File: src/rtl/acc_pkg.sv
// Shared definitions for the operand accumulator stage:
// FSM state encoding and default batch geometry.
package acc_pkg;

    localparam int ACC_WIDTH = 8;
    localparam int ACC_N_OPS = 4;

    typedef logic [1:0] state_t;

    localparam state_t ST_IDLE  = 2'd0;
    localparam state_t ST_ACCUM = 2'd1;
    localparam state_t ST_DONE  = 2'd2;

endpackage

File: src/rtl/acc_adder.sv
// WIDTH-bit combinational ripple adder.
// Ports: a, b (operands), cin (carry in) -> s (sum), cout (carry out).
module acc_adder #(
    parameter int WIDTH = 8
) (
    input  logic [WIDTH-1:0] a,
    input  logic [WIDTH-1:0] b,
    input  logic             cin,
    output logic [WIDTH-1:0] s,
    output logic             cout
);

    always_comb begin
        {cout, s} = {1'b0, a}
                  + {1'b0, b}
                  + {{WIDTH{1'b0}}, cin};
    end

endmodule

File: src/rtl/operand_accumulator.sv
// Folds a batch of N_OPS operands into a running sum, counting carry-outs.
// Ports: start, in_valid/in_data/in_ready (operand stream),
//        out_valid/out_ready/out_sum/out_carries (result), busy.
module operand_accumulator
    import acc_pkg::*;
#(
    parameter int WIDTH = ACC_WIDTH,
    parameter int N_OPS = ACC_N_OPS,
    localparam int CW   = $clog2(N_OPS + 1)
) (
    input  logic             clk,
    input  logic             rst_n,
    input  logic             start,
    input  logic             in_valid,
    input  logic [WIDTH-1:0] in_data,
    output logic             in_ready,
    output logic             out_valid,
    input  logic             out_ready,
    output logic [WIDTH-1:0] out_sum,
    output logic [CW-1:0]    out_carries,
    output logic             busy
);

    state_t           state;
    logic [WIDTH-1:0] acc;
    logic [CW-1:0]    carries;
    logic [CW-1:0]    cnt;
    logic [WIDTH-1:0] sum;
    logic             cout;

    acc_adder #(
        .WIDTH (WIDTH)
    ) u_adder (
        .a    (acc),
        .b    (in_data),
        .cin  (1'b0),
        .s    (sum),
        .cout (cout)
    );

    // Handshake flags are registered alongside the state so
    // they change only on clock edges (or async reset).
    always_ff @(posedge clk or negedge rst_n) begin
        if (!rst_n) begin
            state     <= ST_IDLE;
            acc       <= '0;
            carries   <= '0;
            cnt       <= '0;
            in_ready  <= 1'b0;
            out_valid <= 1'b0;
            busy      <= 1'b0;
        end else begin
            unique case (state)
                ST_IDLE: begin
                    if (start) begin
                        acc      <= '0;
                        carries  <= '0;
                        cnt      <= '0;
                        in_ready <= 1'b1;
                        busy     <= 1'b1;
                        state    <= ST_ACCUM;
                    end
                end
                ST_ACCUM: begin
                    if (in_valid) begin
                        acc     <= sum;
                        carries <= carries + CW'(cout);
                        cnt     <= cnt + CW'(1);
                        if (cnt == CW'(N_OPS - 1)) begin
                            in_ready  <= 1'b0;
                            out_valid <= 1'b1;
                            state     <= ST_DONE;
                        end
                    end
                end
                ST_DONE: begin
                    // start in this cycle is deliberately dropped
                    if (out_ready) begin
                        out_valid <= 1'b0;
                        busy      <= 1'b0;
                        state     <= ST_IDLE;
                    end
                end
                default: begin
                    in_ready  <= 1'b0;
                    out_valid <= 1'b0;
                    busy      <= 1'b0;
                    state     <= ST_IDLE;
                end
            endcase
        end
    end

    assign out_sum     = acc;
    assign out_carries = carries;

endmodule

File: config.mk
export PLATFORM = sky130hd
export DESIGN_NAME = operand_accumulator
export DESIGN_NICKNAME = d
export VERILOG_FILES = /design/src/rtl/acc_pkg.sv /design/src/rtl/acc_adder.sv /design/src/rtl/operand_accumulator.sv
export SDC_FILE = /design/constraint.sdc
export NUM_CORES = 1
export LEC_CHECK = 0
export ABC_AREA = 1
export CAP_MARGIN = 20
export CORE_MARGIN = 2
export CORE_UTILIZATION = 53
export CTS_CLUSTER_SIZE = 8
export DETAILED_ROUTE_END_ITERATION = 6
export GPL_TIMING_DRIVEN = 0
export PLACE_DENSITY = 0.84
export SETUP_SLACK_MARGIN = 0.4
export SLEW_MARGIN = 40
export SYNTH_ARGS = -nofsm -noshare
export SYNTH_HDL_FRONTEND = slang
export SYNTH_SLANG_ARGS = --single-unit
File: constraint.sdc
create_clock -name clk -period 3.6 [get_ports clk]
set_input_delay 0.36 -clock clk [delete_from_list [all_inputs] [get_ports clk]]
set_output_delay 0.36 -clock clk [all_outputs]
set_load 0.005 [all_outputs]
==> results of run 1 <==
-- final timing paths --
kind / from / end / slack (ns) / cells past startpoint
worst min-delay path: out_carries[2] / out_carries[2] / 0.47 / 1
worst max register to register: out_sum[0] / out_carries[1] / 1.27 / 13
max in group asynchronous: rst_n / out_valid / 2.80 / 2
worst min register to register: out_carries[2] / out_carries[2] / 0.47 / 1
worst max-delay path: in_data[0] / out_carries[1] / 1.22 / 14
min in group asynchronous: rst_n / out_sum[6] / 0.51 / 2
-- synth_stat cells --
cell type / count / share of area
sky130_fd_sc_hd__a22o_1: 3 / 0.022
sky130_fd_sc_hd__nand2_2: 1 / 0.0052
sky130_fd_sc_hd__ha_1: 12 / 0.13
sky130_fd_sc_hd__nand3b_1: 2 / 0.013
sky130_fd_sc_hd__buf_6: 1 / 0.0094
sky130_fd_sc_hd__nor3_1: 1 / 0.0042
sky130_fd_sc_hd__nor2_1: 10 / 0.031
sky130_fd_sc_hd__nand3_1: 10 / 0.042
sky130_fd_sc_hd__o21ai_0: 3 / 0.013
sky130_fd_sc_hd__nand2_4: 2 / 0.019
sky130_fd_sc_hd__o31ai_4: 1 / 0.018
sky130_fd_sc_hd__inv_2: 3 / 0.0094
sky130_fd_sc_hd__nor2_4: 1 / 0.0094
sky130_fd_sc_hd__o22ai_1: 1 / 0.0052
sky130_fd_sc_hd__or2_2: 1 / 0.0052
sky130_fd_sc_hd__fa_1: 1 / 0.017
sky130_fd_sc_hd__dfrtp_1: 19 / 0.40
sky130_fd_sc_hd__nand2_1: 49 / 0.15
sky130_fd_sc_hd__o21ai_1: 6 / 0.025
sky130_fd_sc_hd__a21oi_1: 5 / 0.021
sky130_fd_sc_hd__inv_1: 17 / 0.053
-- routing by layer --
metal  routed length, um  track usage
met4                  48       0.0921
met3                  57       0.0351
met2                1100        0.353
met5                   0            0
met1                1120        0.283
-- logic make-up (layout without fill, tap and decap cells) --
| kind of cell | Yosys count | in the layout | synth area share |
|---|---|---|---|
| buffers and inverters | 21 | 52 | 0.0723 |
| DFF | 19 | 19 | 0.398 |
| and+or+nand+nor | 77 | 77 | 0.283 |
| AOI/OAI and AO/OA | 19 | 19 | 0.104 |
| adders and majority gates | 13 | 13 | 0.143 |
-- state kept, by name, indices dropped and copies added, names as in the netlist --
register and count:
out_carries 3, cnt 3, busy 1, out_valid 1
out_sum 8, state 2, in_ready 1
-- per-stage QoR --
| stage | util | area (um2) | total power [uW] |
|---|---|---|---|
| 2_1_floorplan | - | 1190 | 758 |
| 3_3_place_gp | 0.686 | 1490 | 956 |
| 3_5_place_dp | 0.684 | 1480 | 988 |
| 4_1_cts | 0.701 | 1520 | 1100 |
| 5_1_grt | 0.701 | 1520 | 1200 |
| 6_report | 0.701 | 1520 | 1090 |
-- power groups by stage --
stage | Clock [uW] | Combinational (uW) | Sequential, uW
after floorplan | 0 | 397 | 361
after global placement | 0 | 597 | 359
after detailed placement | 0 | 623 | 365
after CTS | 115 | 626 | 361
after global routing | 125 | 704 | 370
final | 115 | 618 | 361
-- critical path: stages --
cell	delay (ns)
sky130_fd_sc_hd__clkdlybuf4s50_1	0.41
sky130_fd_sc_hd__ha_1	0.22
sky130_fd_sc_hd__fa_1	0.38
sky130_fd_sc_hd__nand2_1	0.09
sky130_fd_sc_hd__nand2_1	0.08
sky130_fd_sc_hd__nand3_1	0.10
sky130_fd_sc_hd__nand2_1	0.06
sky130_fd_sc_hd__nand2_1	0.08
sky130_fd_sc_hd__nand2_1	0.06
sky130_fd_sc_hd__nand2_1	0.05
sky130_fd_sc_hd__nand2_1	0.05
sky130_fd_sc_hd__ha_1	0.17
sky130_fd_sc_hd__ha_1	0.27
sky130_fd_sc_hd__a22o_1	0.20
-- area by class of cell --
class,count,area [um2],area share
Timing Repair Buffer,27,265,0.174
Clock inverter,1,5.00,0.00329
Buffer,1,11.3,0.00740
Multi-Input combinational cell,109,632,0.415
Inverter,20,75.1,0.0493
Tap cell,28,35.0,0.0230
Sequential cell,19,475,0.312
Clock buffer,3,22.5,0.0148
==> impl_metrics.sql, run 1 <==
INSERT INTO impl_metrics (metric_group, metric, value, unit) VALUES
('clocking', 'clockBufferDepth', '2', ''),
('finish', 'syn2layout_area_growth', '27.5', '%'),
('route', 'routed_wire_length_per_instance', '11.2', 'um'),
('clocking', 'tritoncts', 'built', ''),
('floorplanning', 'dieHeight', '51.5', 'um'),
('placement', 'port_buffers', '26', ''),
('logic_synthesis', 'post_synth.cell_area_avg', '8.01', 'um2'),
('global_route', 'grt_pass1_wl', '4290', 'um'),
('worst_setup_path', 'critPathArrivalTime', '2.59', 'ns'),
('clocking', 'cts_buffers', '3', ''),
('clocking', 'clk-insertion-delay-late', '0.31', 'ns'),
('power_and_ir_drop', 'cellPowerDensity', '719', 'nW/um2'),
('timing', 'tightestPinTransition', '0.423', 'ns'),
('global_route', 'grt_pass1_vias', '1068', ''),
('timing', 'slew_headroom', '0.718', ''),
('finish', 'final_cell_mix', 'sky130_fd_sc_hd__nand2_1 (49), sky130_fd_sc_hd__clkdlybuf4s50_1 (25), sky130_fd_sc_hd__dfrtp_1 (19), sky130_fd_sc_hd__inv_1 (17), sky130_fd_sc_hd__ha_1 (12)', ''),
('timing', 'post-route-worst-setup-slack', '1.22', 'ns'),
('timing', 'max_freq', '0.421', 'GHz'),
('finish', 'most_frequent_standard_cell_in_the_layout_excluding_fill_and_tap_cells', 'sky130_fd_sc_hd__nand2_1', ''),
('route', 'vias', '1072', ''),
('timing', 'timing_max_transition_violations_final', '0', ''),
('timing', 'grt_setup_unrepaired', 'no', ''),
('worst_setup_path', 'category_of_the_worst_setup_path_capture_point', 'flip-flop', ''),
('floorplanning', 'die_area', '2650', 'um2'),
('finish', 'filler_cells', '181', ''),
('power_and_ir_drop', 'logic_pwr_share', '0.565', ''),
('placement', 'gpl.final_weighted_congestion', '0.836', ''),
('floorplanning', 'num_rows', '17', ''),
('route', 'finalWirelength', '2330', 'um'),
('route', 'first_iter_violations', '9', ''),
('clocking', 'clkSinkCount', '19', ''),
('finish', 'ratio_of_cells_with_drive_above_1_in_the_final_layout', '0.0833', ''),
('clocking', 'root_buffer', 'sky130_fd_sc_hd__clkbuf_4', ''),
('route', 'count_of_tritonroute_iterations_in_the_first_routing_pass', '4', ''),
('min_path', 'hp-class', 'flip-flop to flip-flop', ''),
('global_route', 'antenna_found_initial', '0', ''),
('power_and_ir_drop', 'internal_power', '625', 'uW'),
('timing', 'period_minus_slack', '2.38', 'ns'),
('clocking', 'post_cts_resize_count', '0', ''),
('logic_synthesis', 'yosysWarningCount', '0', ''),
('worst_setup_path', 'critical_path_class', 'primary input to flip-flop', ''),
('clocking', 'clk_pin_slew', '0.12', 'ns'),
('logic_synthesis', 'syn_area', '1190', 'um2'),
('route', 'detail_route.vias_per_cell', '5.15', ''),
('logic_synthesis', 'ys_seq_elements', '19', ''),
('timing', 'final_hold_viol_count', '0', ''),
('floorplanning', 'core_area', '2170', 'um2'),
('timing', 'fin_crit_sh', '0.660', ''),
('floorplanning', 'num_io_pins', '27', ''),
('clocking', 'clock_tree.htree_level_count', '1', ''),
('power_and_ir_drop', 'switching_power_of_the_nets', '469', 'uW'),
('clocking', 'postCtsSetupRepairBufs', '0', ''),
('global_route', 'track_usage', '0.216', ''),
('clocking', 'hold_fix_buffers_cts', '1', ''),
('run_status', 'outcome', 'finished, final reports clean', ''),
('logic_synthesis', 'synth_sequential_area_ratio', '0.398', ''),
('power_and_ir_drop', 'power.share.switching', '0.428', ''),
('placement', 'detailed_place_hpwl', '1850', 'um'),
('global_route', 'grt_start_max_net_pins', '20', ''),
('worst_setup_path', 'timing.critical_path.from_type', 'primary input', ''),
('finish', 'insertedDiodeCount', '0', ''),
('logic_synthesis', 'synth_cells', '149', ''),
('placement', 'pre_cts_ws', '0.882', 'ns'),
('power_and_ir_drop', 'seqPwrFrac', '0.330', ''),
('logic_synthesis', 'number_of_nets_in_the_synthesized_netlist', '175', ''),
('power_and_ir_drop', 'worst_ir_drop_vdd', '0.506', 'mV'),
('floorplanning', 'initial_utilization', '0.550', ''),
('floorplanning', 'horiz_die_dim', '51.5', 'um'),
('timing', 'finalSetupViolCount', '0', ''),
('timing', 'setup_tns', '0', 'ns'),
('power_and_ir_drop', 'leakage_power_summed_over_all_cells', '0.000814', 'uW');
Note: power is estimated with default switching activity, not from simulation.
==> inputs of run 2 (changes only) <==
--- a/config.mk
+++ b/config.mk
@@ -8,11 +8,11 @@
 export ABC_AREA = 1
 export CAP_MARGIN = 20
 export CORE_MARGIN = 2
-export CORE_UTILIZATION = 53
+export CORE_UTILIZATION = 49
 export CTS_CLUSTER_SIZE = 8
 export DETAILED_ROUTE_END_ITERATION = 6
 export GPL_TIMING_DRIVEN = 0
-export PLACE_DENSITY = 0.84
+export PLACE_DENSITY = 0.78
 export SETUP_SLACK_MARGIN = 0.4
 export SLEW_MARGIN = 40
 export SYNTH_ARGS = -nofsm -noshare
==> constraint.sdc (replaced) <==
create_clock -name clk -period 2.4 [get_ports clk]
set_input_delay 0.24 -clock clk [delete_from_list [all_inputs] [get_ports clk]]
set_output_delay 0.24 -clock clk [all_outputs]
set_load 0.005 [all_outputs]
==> impl_metrics.sql, run 2 (same netlist as run 1, synthesis figures left out) <==
INSERT INTO impl_metrics (metric_group, metric, value, unit) VALUES
('power_and_ir_drop', 'worst_ir_drop_vdd', '0.618', 'mV'),
('timing', 'whs', '0.400', 'ns'),
('worst_setup_path', 'crit_path_cell_trace', 'ha_4, fa_2, nand2_2, nand2_2, nand3_2, nand2_2, nand2_2, nand2_1, nand2_1, nand2_2, ha_4, ha_4, a22o_1', ''),
('timing', 'finalSetupViolCount', '0', ''),
('worst_setup_path', 'cpMostUsedCell', 'sky130_fd_sc_hd__nand2_2', ''),
('timing', 'setup_tns', '0', 'ns'),
('worst_setup_path', 'r2r_cells', '13', ''),
('clocking', 'cts_buffers', '3', ''),
('timing', 'period_minus_slack', '2.15', 'ns'),
('finish', 'largest_register_ff_count', '8', ''),
('timing', 'slew_headroom', '0.697', ''),
('job', 'timing.max_cap.violations', '0', ''),
('worst_setup_path', 'timing.critical_path.from_type', 'flip-flop', ''),
('route', 'count_of_tritonroute_iterations_in_the_first_routing_pass', '4', ''),
('route', 'detail_route.vias_per_cell', '5.08', ''),
('worst_setup_path', 'worst_path_maximum_fanout', '2', ''),
('route', 'detail_route.drc_violations', '0', ''),
('worst_setup_path', 'category_of_the_worst_setup_path_capture_point', 'flip-flop', ''),
('timing', 'grt_setup_unrepaired', 'yes', ''),
('worst_setup_path', 'master_of_the_slowest_instance_on_the_critical_path', 'sky130_fd_sc_hd__dfrtp_1', ''),
('finish', 'syn2layout_area_growth', '35.6', '%'),
('worst_setup_path', 'critPathArrivalTime', '2.35', 'ns'),
('route', 'finalWirelength', '2580', 'um'),
('timing', 'final_hold_viol_count', '0', ''),
('route', 'first_iter_violations', '19', ''),
('power_and_ir_drop', 'leakage_power_summed_over_all_cells', '0.000832', 'uW'),
('clocking', 'clk-insertion-delay-late', '0.30', 'ns'),
('finish', 'filler_cells', '175', ''),
('global_route', 'grt_start_max_net_pins', '20', ''),
('placement', 'dp_cells', '203', ''),
('clocking', 'tritoncts', 'built', ''),
('global_route', 'grt_pass1_wl', '4440', 'um'),
('route', 'vias', '1082', ''),
('worst_setup_path', 'max_stage_delay', '0.43', 'ns'),
('finish', 'most_frequent_standard_cell_in_the_layout_excluding_fill_and_tap_cells', 'sky130_fd_sc_hd__nand2_1', ''),
('min_path', 'hp-class', 'primary input to async pin', ''),
('timing', 'finalClockSkew', '0.00336', 'ns'),
('placement', 'port_buffers', '26', ''),
('floorplanning', 'dieHeight', '53.4', 'um'),
('route', 'ant_nets', '0', ''),
('placement', 'dpl-instance-area', '1490', 'um2'),
('floorplanning', 'core_area', '2250', 'um2'),
('global_route', 'track_usage', '0.215', ''),
('clocking', 'clock_tree.htree_level_count', '1', ''),
('finish', 'ratio_of_cells_with_drive_above_1_in_the_final_layout', '0.173', ''),
('finish', 'num-nets-final', '212', ''),
('placement', 'gpl.final_weighted_congestion', '0.832', ''),
('clocking', 'root_buffer', 'sky130_fd_sc_hd__clkbuf_4', ''),
('worst_setup_path', 'rr_startpoint', 'out_sum[0]', ''),
('global_route', 'overflow', '0', ''),
('worst_setup_path', 'critical_path_class', 'flip-flop to flip-flop', ''),
('finish', 'final_cell_mix', 'sky130_fd_sc_hd__nand2_1 (44), sky130_fd_sc_hd__clkdlybuf4s50_1 (25), sky130_fd_sc_hd__dfrtp_1 (19), sky130_fd_sc_hd__inv_1 (16)', ''),
('worst_setup_path', 'critPathRequiredTime', '2.60', 'ns'),
('finish', 'final_cell_area', '1620', 'um2'),
('timing', 'tightestPinTransition', '0.455', 'ns'),
('run_status', 'outcome', 'finished, final reports clean', ''),
('finish', 'final_core_utilization', '0.718', ''),
('finish', 'final-instance-count-excl-fill', '213', ''),
('floorplanning', 'num_rows', '17', ''),
('floorplanning', 'die_area', '2850', 'um2'),
('worst_setup_path', 'setup.reg_to_reg.worst_slack', '0.25', 'ns'),
('route', 'routed_wire_length_per_instance', '12.1', 'um'),
('clocking', 'clk_pin_slew', '0.11', 'ns'),
('timing', 'max_freq', '0.465', 'GHz'),
('floorplanning', 'horiz_die_dim', '53.4', 'um'),
('clocking', 'clkSinkCount', '19', ''),
('power_and_ir_drop', 'cellPowerDensity', '1070', 'nW/um2'),
('finish', 'insertedDiodeCount', '0', ''),
('timing', 'timing_max_transition_violations_final', '0', ''),
('global_route', 'grt_pass1_vias', '1051', ''),
('floorplanning', 'initial_utilization', '0.529', ''),
('floorplanning', 'num_io_pins', '27', ''),
('global_route', 'antenna_found_initial', '0', ''),
('worst_setup_path', 'regToRegEndpoint', 'out_carries[1]', ''),
('clocking', 'clockBufferDepth', '2', ''),
('placement', 'detailed_place_hpwl', '1970', 'um'),
('timing', 'fin_crit_sh', '0.897', '');
[run 2: cell count changes in the layout (fill, tap and decap cells not counted), sizes merged]
cell  delta
buf      +5
[run 2: how the worst max path moves through the flow]
| stage | start | endpoint | slack, ns | cells after the start |
|---|---|---|---|---|
| final | out_sum[0] | out_carries[1] | 0.25 | 13 |
| after global routing | out_sum[0] | out_carries[2] | 0.11 | 16 |
| after CTS | out_sum[0] | out_carries[1] | 0.23 | 13 |
| after detailed placement | in_data[0] | out_carries[1] | -0.15 | 14 |
| after global placement | in_data[0] | out_carries[1] | -0.06 | 14 |
| after floorplan | out_sum[0] | out_carries[1] | 0.32 | 13 |
[run 2: report_power, final]
part	internal, uW	switching [uW]
clock	62.1	105
combinational	485	528
sequential	442	106
total	989	739
[run 2: per-layer routing]
layer  share of wire  wire length (um)  global-route usage
met1            0.47              1210               0.271
met2            0.49              1260               0.372
met3           0.032                82              0.0339
met4           0.011                29              0.0641
met5               0                 0                   0
[run 2: final cells by class]
class,instances,area (um2),area share
plain buffers,1,11.3,0.00696
repair buffers,32,303,0.187
clock inverters,1,5.00,0.00309
inverters,20,75.1,0.0464
well taps,28,35.0,0.0216
clock buffers,3,22.5,0.0139
multi-input cells,109,692,0.427
flip-flops and latches,19,475,0.294
[run 2: timing repair]
item | CTS | global route
pin swaps | 2 | 1
resized for setup | 8 | 3
setup endpoints to repair | 3 | 3
hold endpoints to repair | 19 | 0
hold buffers | 1 | 0
setup buffers | 4 | 1
[run 2: critical path: cells and delay by family (launching register included)]
kind / cells / cell delay (ns)
AND/OR/NAND/NOR: 8 / 0.54
AO/OA/AOI/OAI: 1 / 0.20
flip-flops: 1 / 0.43
adder cells (fa/ha/maj): 4 / 0.88
[run 2: through the flow]
step                      setup WS (ns)  total power (uW)
final                             0.248              1730
after detailed placement         -0.147              1490
after floorplan                   0.322              1140
after global routing              0.106              1910
after global placement          -0.0621              1440
after CTS                         0.229              1720
==> inputs of run 3 (changes only) <==
--- a/config.mk
+++ b/config.mk
@@ -8,11 +8,11 @@
 export ABC_AREA = 1
 export CAP_MARGIN = 20
 export CORE_MARGIN = 2
-export CORE_UTILIZATION = 49
+export CORE_UTILIZATION = 44
 export CTS_CLUSTER_SIZE = 8
 export DETAILED_ROUTE_END_ITERATION = 6
 export GPL_TIMING_DRIVEN = 0
-export PLACE_DENSITY = 0.78
+export PLACE_DENSITY = 0.74
 export SETUP_SLACK_MARGIN = 0.4
 export SLEW_MARGIN = 40
 export SYNTH_ARGS = -nofsm -noshare
==> constraint.sdc (replaced) <==
create_clock -name clk -period 1.9 [get_ports clk]
set_input_delay 0.19 -clock clk [delete_from_list [all_inputs] [get_ports clk]]
set_output_delay 0.19 -clock clk [all_outputs]
set_load 0.005 [all_outputs]
==> impl_metrics.sql, run 3 (same netlist as run 1, synthesis figures left out) <==
INSERT INTO impl_metrics (metric_group, metric, value, unit) VALUES
('worst_setup_path', 'category_of_the_worst_setup_path_capture_point', 'flip-flop', ''),
('route', 'first_iter_violations', '22', ''),
('power_and_ir_drop', 'seqPwrFrac', '0.284', ''),
('route', 'vias', '1157', ''),
('timing', 'finalSetupViolCount', '4', ''),
('finish', 'num-nets-final', '222', ''),
('placement', 'detailed_place_hpwl', '1970', 'um'),
('clocking', 'tritoncts', 'built', ''),
('floorplanning', 'dieHeight', '56.1', 'um'),
('power_and_ir_drop', 'worst_ir_drop_vdd', '0.890', 'mV'),
('power_and_ir_drop', 'cellPowerDensity', '1370', 'nW/um2'),
('clocking', 'root_buffer', 'sky130_fd_sc_hd__clkbuf_4', ''),
('worst_setup_path', 'timing.critical_path.from_type', 'flip-flop', ''),
('global_route', 'grt_pass1_vias', '1147', ''),
('finish', 'most_frequent_standard_cell_in_the_layout_excluding_fill_and_tap_cells', 'sky130_fd_sc_hd__nand2_1', ''),
('global_route', 'overflow', '0', ''),
('finish', 'syn2layout_area_growth', '50.5', '%'),
('clocking', 'cts_buffers', '3', ''),
('clocking', 'clockBufferDepth', '2', ''),
('timing', 'final_hold_viol_count', '0', ''),
('worst_setup_path', 'critPathRequiredTime', '2.10', 'ns'),
('power_and_ir_drop', 'power.clock.fraction', '0.087', ''),
('floorplanning', 'initial_utilization', '0.473', ''),
('route', 'finalWirelength', '3010', 'um'),
('clocking', 'clk-insertion-delay-late', '0.30', 'ns'),
('timing', 'post-route-worst-setup-slack', '-0.270', 'ns'),
('route', 'detail_route.vias_per_cell', '5.14', ''),
('finish', 'largest_register_ff_count', '8', ''),
('global_route', 'track_usage', '0.190', ''),
('power_and_ir_drop', 'internal_power', '1420', 'uW'),
('floorplanning', 'horiz_die_dim', '56.1', 'um'),
('timing', 'slew_headroom', '0.706', ''),
('min_path', 'hp-class', 'primary input to async pin', ''),
('timing', 'tightestPinTransition', '0.441', 'ns'),
('placement', 'gpl.final_weighted_congestion', '0.770', ''),
('power_and_ir_drop', 'leakage_power_summed_over_all_cells', '0.000936', 'uW'),
('run_status', 'violations', 'setup timing', ''),
('floorplanning', 'num_rows', '18', ''),
('route', 'count_of_tritonroute_iterations_in_the_first_routing_pass', '4', ''),
('floorplanning', 'core_area', '2520', 'um2'),
('timing', 'period_minus_slack', '2.17', 'ns'),
('worst_setup_path', 'critical_path_class', 'flip-flop to flip-flop', ''),
('placement', 'port_buffers', '26', ''),
('power_and_ir_drop', 'power.share.switching', '0.421', ''),
('timing', 'grt_setup_unrepaired', 'yes', ''),
('route', 'routed_wire_length_per_instance', '13.4', 'um'),
('power_and_ir_drop', 'switching_power_of_the_nets', '1040', 'uW'),
('job', 'timing.max_cap.violations', '0', ''),
('timing', 'finalClockSkew', '0.00794', 'ns'),
('worst_setup_path', 'critPathArrivalTime', '2.37', 'ns'),
('finish', 'multi_input_area', '757', 'um2'),
('worst_setup_path', 'setup.reg_to_reg.worst_slack', '-0.27', 'ns'),
('run_status', 'outcome', 'finished with violations', ''),
('finish', 'filler_cells', '200', ''),
('timing', 'timing_max_transition_violations_final', '0', ''),
('route', 'detail_route.drc_violations', '0', ''),
('floorplanning', 'die_area', '3150', 'um2'),
('global_route', 'grt_start_max_net_pins', '20', ''),
('finish', 'sequential_cell_area', '477', 'um2'),
('finish', 'final_cell_mix', 'sky130_fd_sc_hd__nand2_1 (42), sky130_fd_sc_hd__clkdlybuf4s50_1 (22), sky130_fd_sc_hd__dfrtp_1 (18), sky130_fd_sc_hd__inv_1 (16), sky130_fd_sc_hd__nor2_1 (9)', ''),
('timing', 'setup_tns', '-0.799', 'ns'),
('worst_setup_path', 'worst_path_maximum_fanout', '2', ''),
('power_and_ir_drop', 'logic_pwr_share', '0.629', ''),
('timing', 'max_freq', '0.461', 'GHz'),
('clocking', 'clock_tree.htree_level_count', '1', ''),
('global_route', 'grt_pass1_wl', '4770', 'um'),
('finish', 'ratio_of_cells_with_drive_above_1_in_the_final_layout', '0.272', ''),
('floorplanning', 'num_io_pins', '27', ''),
('timing', 'fin_crit_sh', '1.14', ''),
('global_route', 'antenna_found_initial', '0', ''),
('clocking', 'clk_pin_slew', '0.12', 'ns'),
('finish', 'final_core_utilization', '0.712', ''),
('finish', 'insertedDiodeCount', '0', ''),
('route', 'ant_nets', '0', ''),
('clocking', 'clkSinkCount', '19', '');
-- run 3: changes by cell type in the layout (fill, tap and decap cells not counted), moves of 2 or more --
cell and change:
sky130_fd_sc_hd__ha_1 -4, sky130_fd_sc_hd__nand2_1 -2, sky130_fd_sc_hd__clkdlybuf4s50_1 -3, sky130_fd_sc_hd__nand2_2 +2, sky130_fd_sc_hd__ha_4 +3, sky130_fd_sc_hd__buf_6 +7
sky130_fd_sc_hd__nand3_1 -2, sky130_fd_sc_hd__buf_4 +3, sky130_fd_sc_hd__dlymetal6s2s_1 +3, sky130_fd_sc_hd__nand3_2 +2
-- run 3: final timing paths --
check	from	cells past startpoint	endpoint
worst max register to register	out_sum[0]	13	out_carries[1]
worst max-delay path	out_sum[0]	13	out_carries[1]
min in group clk	out_ready	4	state[1]
max in group asynchronous	rst_n	2	out_carries[1]
worst min-delay path	rst_n	2	out_sum[6]
worst min register to register	busy	2	busy
-- run 3: layer usage --
metal,share of wire,routed length (um),vias to the layer above,global-route usage
met2,0.50,1510,25,0.334
li1,-,-,575,-
met3,0.036,107,6,0.0279
met1,0.45,1360,551,0.226
met4,0.014,43,0,0.0850
met5,0,0,-,0
-- run 3: power groups by stage --
stage / combinational [uW] / clock, uW / sequential (uW)
after floorplan: 757 / 0 / 686
after global placement: 1150 / 0 / 681
after detailed placement: 1190 / 0 / 696
after CTS: 1380 / 217 / 683
after global routing: 1720 / 232 / 720
final: 1550 / 214 / 699
-- run 3: timing repair --
| item | 4_1_cts | 5_1_grt |
|---|---|---|
| endpoints found under the setup margin | 6 | 11 |
| gates resized for setup | 13 | 19 |
| hold buffers | 1 | 0 |
| buffers inserted | 12 | 3 |
| endpoints found under the hold margin | 19 | 0 |
| pin swaps | 2 | 6 |
-- run 3: metrics by stage --
step	instances	hold slack, ns	total power (uW)	cell area (um2)	setup slack [ns]
finish	225	0.339	2460	1800	-0.270
global route	225	0.392	2670	1800	-0.380
CTS	222	0.361	2280	1670	-0.233
detailed placement	205	0.161	1890	1500	-0.559
global placement	205	0.457	1830	1500	-0.511
floorplan	149	-0.106	1440	1200	-0.178
-- run 3: final cells by class --
class | count | area share
multi-input cells | 109 | 0.421
flip-flops and latches | 19 | 0.265
repair buffers | 42 | 0.229
inverters | 20 | 0.0418
well taps | 30 | 0.0209
clock buffers | 3 | 0.0125
plain buffers | 1 | 0.00627
clock inverters | 1 | 0.00279
-- run 3: critical path, stage by stage (launching register included) --
cell,delay [ns]
sky130_fd_sc_hd__dfrtp_1,0.40
sky130_fd_sc_hd__ha_2,0.19
sky130_fd_sc_hd__fa_2,0.35
sky130_fd_sc_hd__nand2_2,0.09
sky130_fd_sc_hd__nand2_2,0.07
sky130_fd_sc_hd__nand3_2,0.09
sky130_fd_sc_hd__nand2_2,0.06
sky130_fd_sc_hd__nand2_2,0.08
sky130_fd_sc_hd__nand2_1,0.05
sky130_fd_sc_hd__nand2_1,0.07
sky130_fd_sc_hd__nand2_2,0.06
sky130_fd_sc_hd__ha_4,0.16
sky130_fd_sc_hd__ha_4,0.20
sky130_fd_sc_hd__a22o_1,0.20
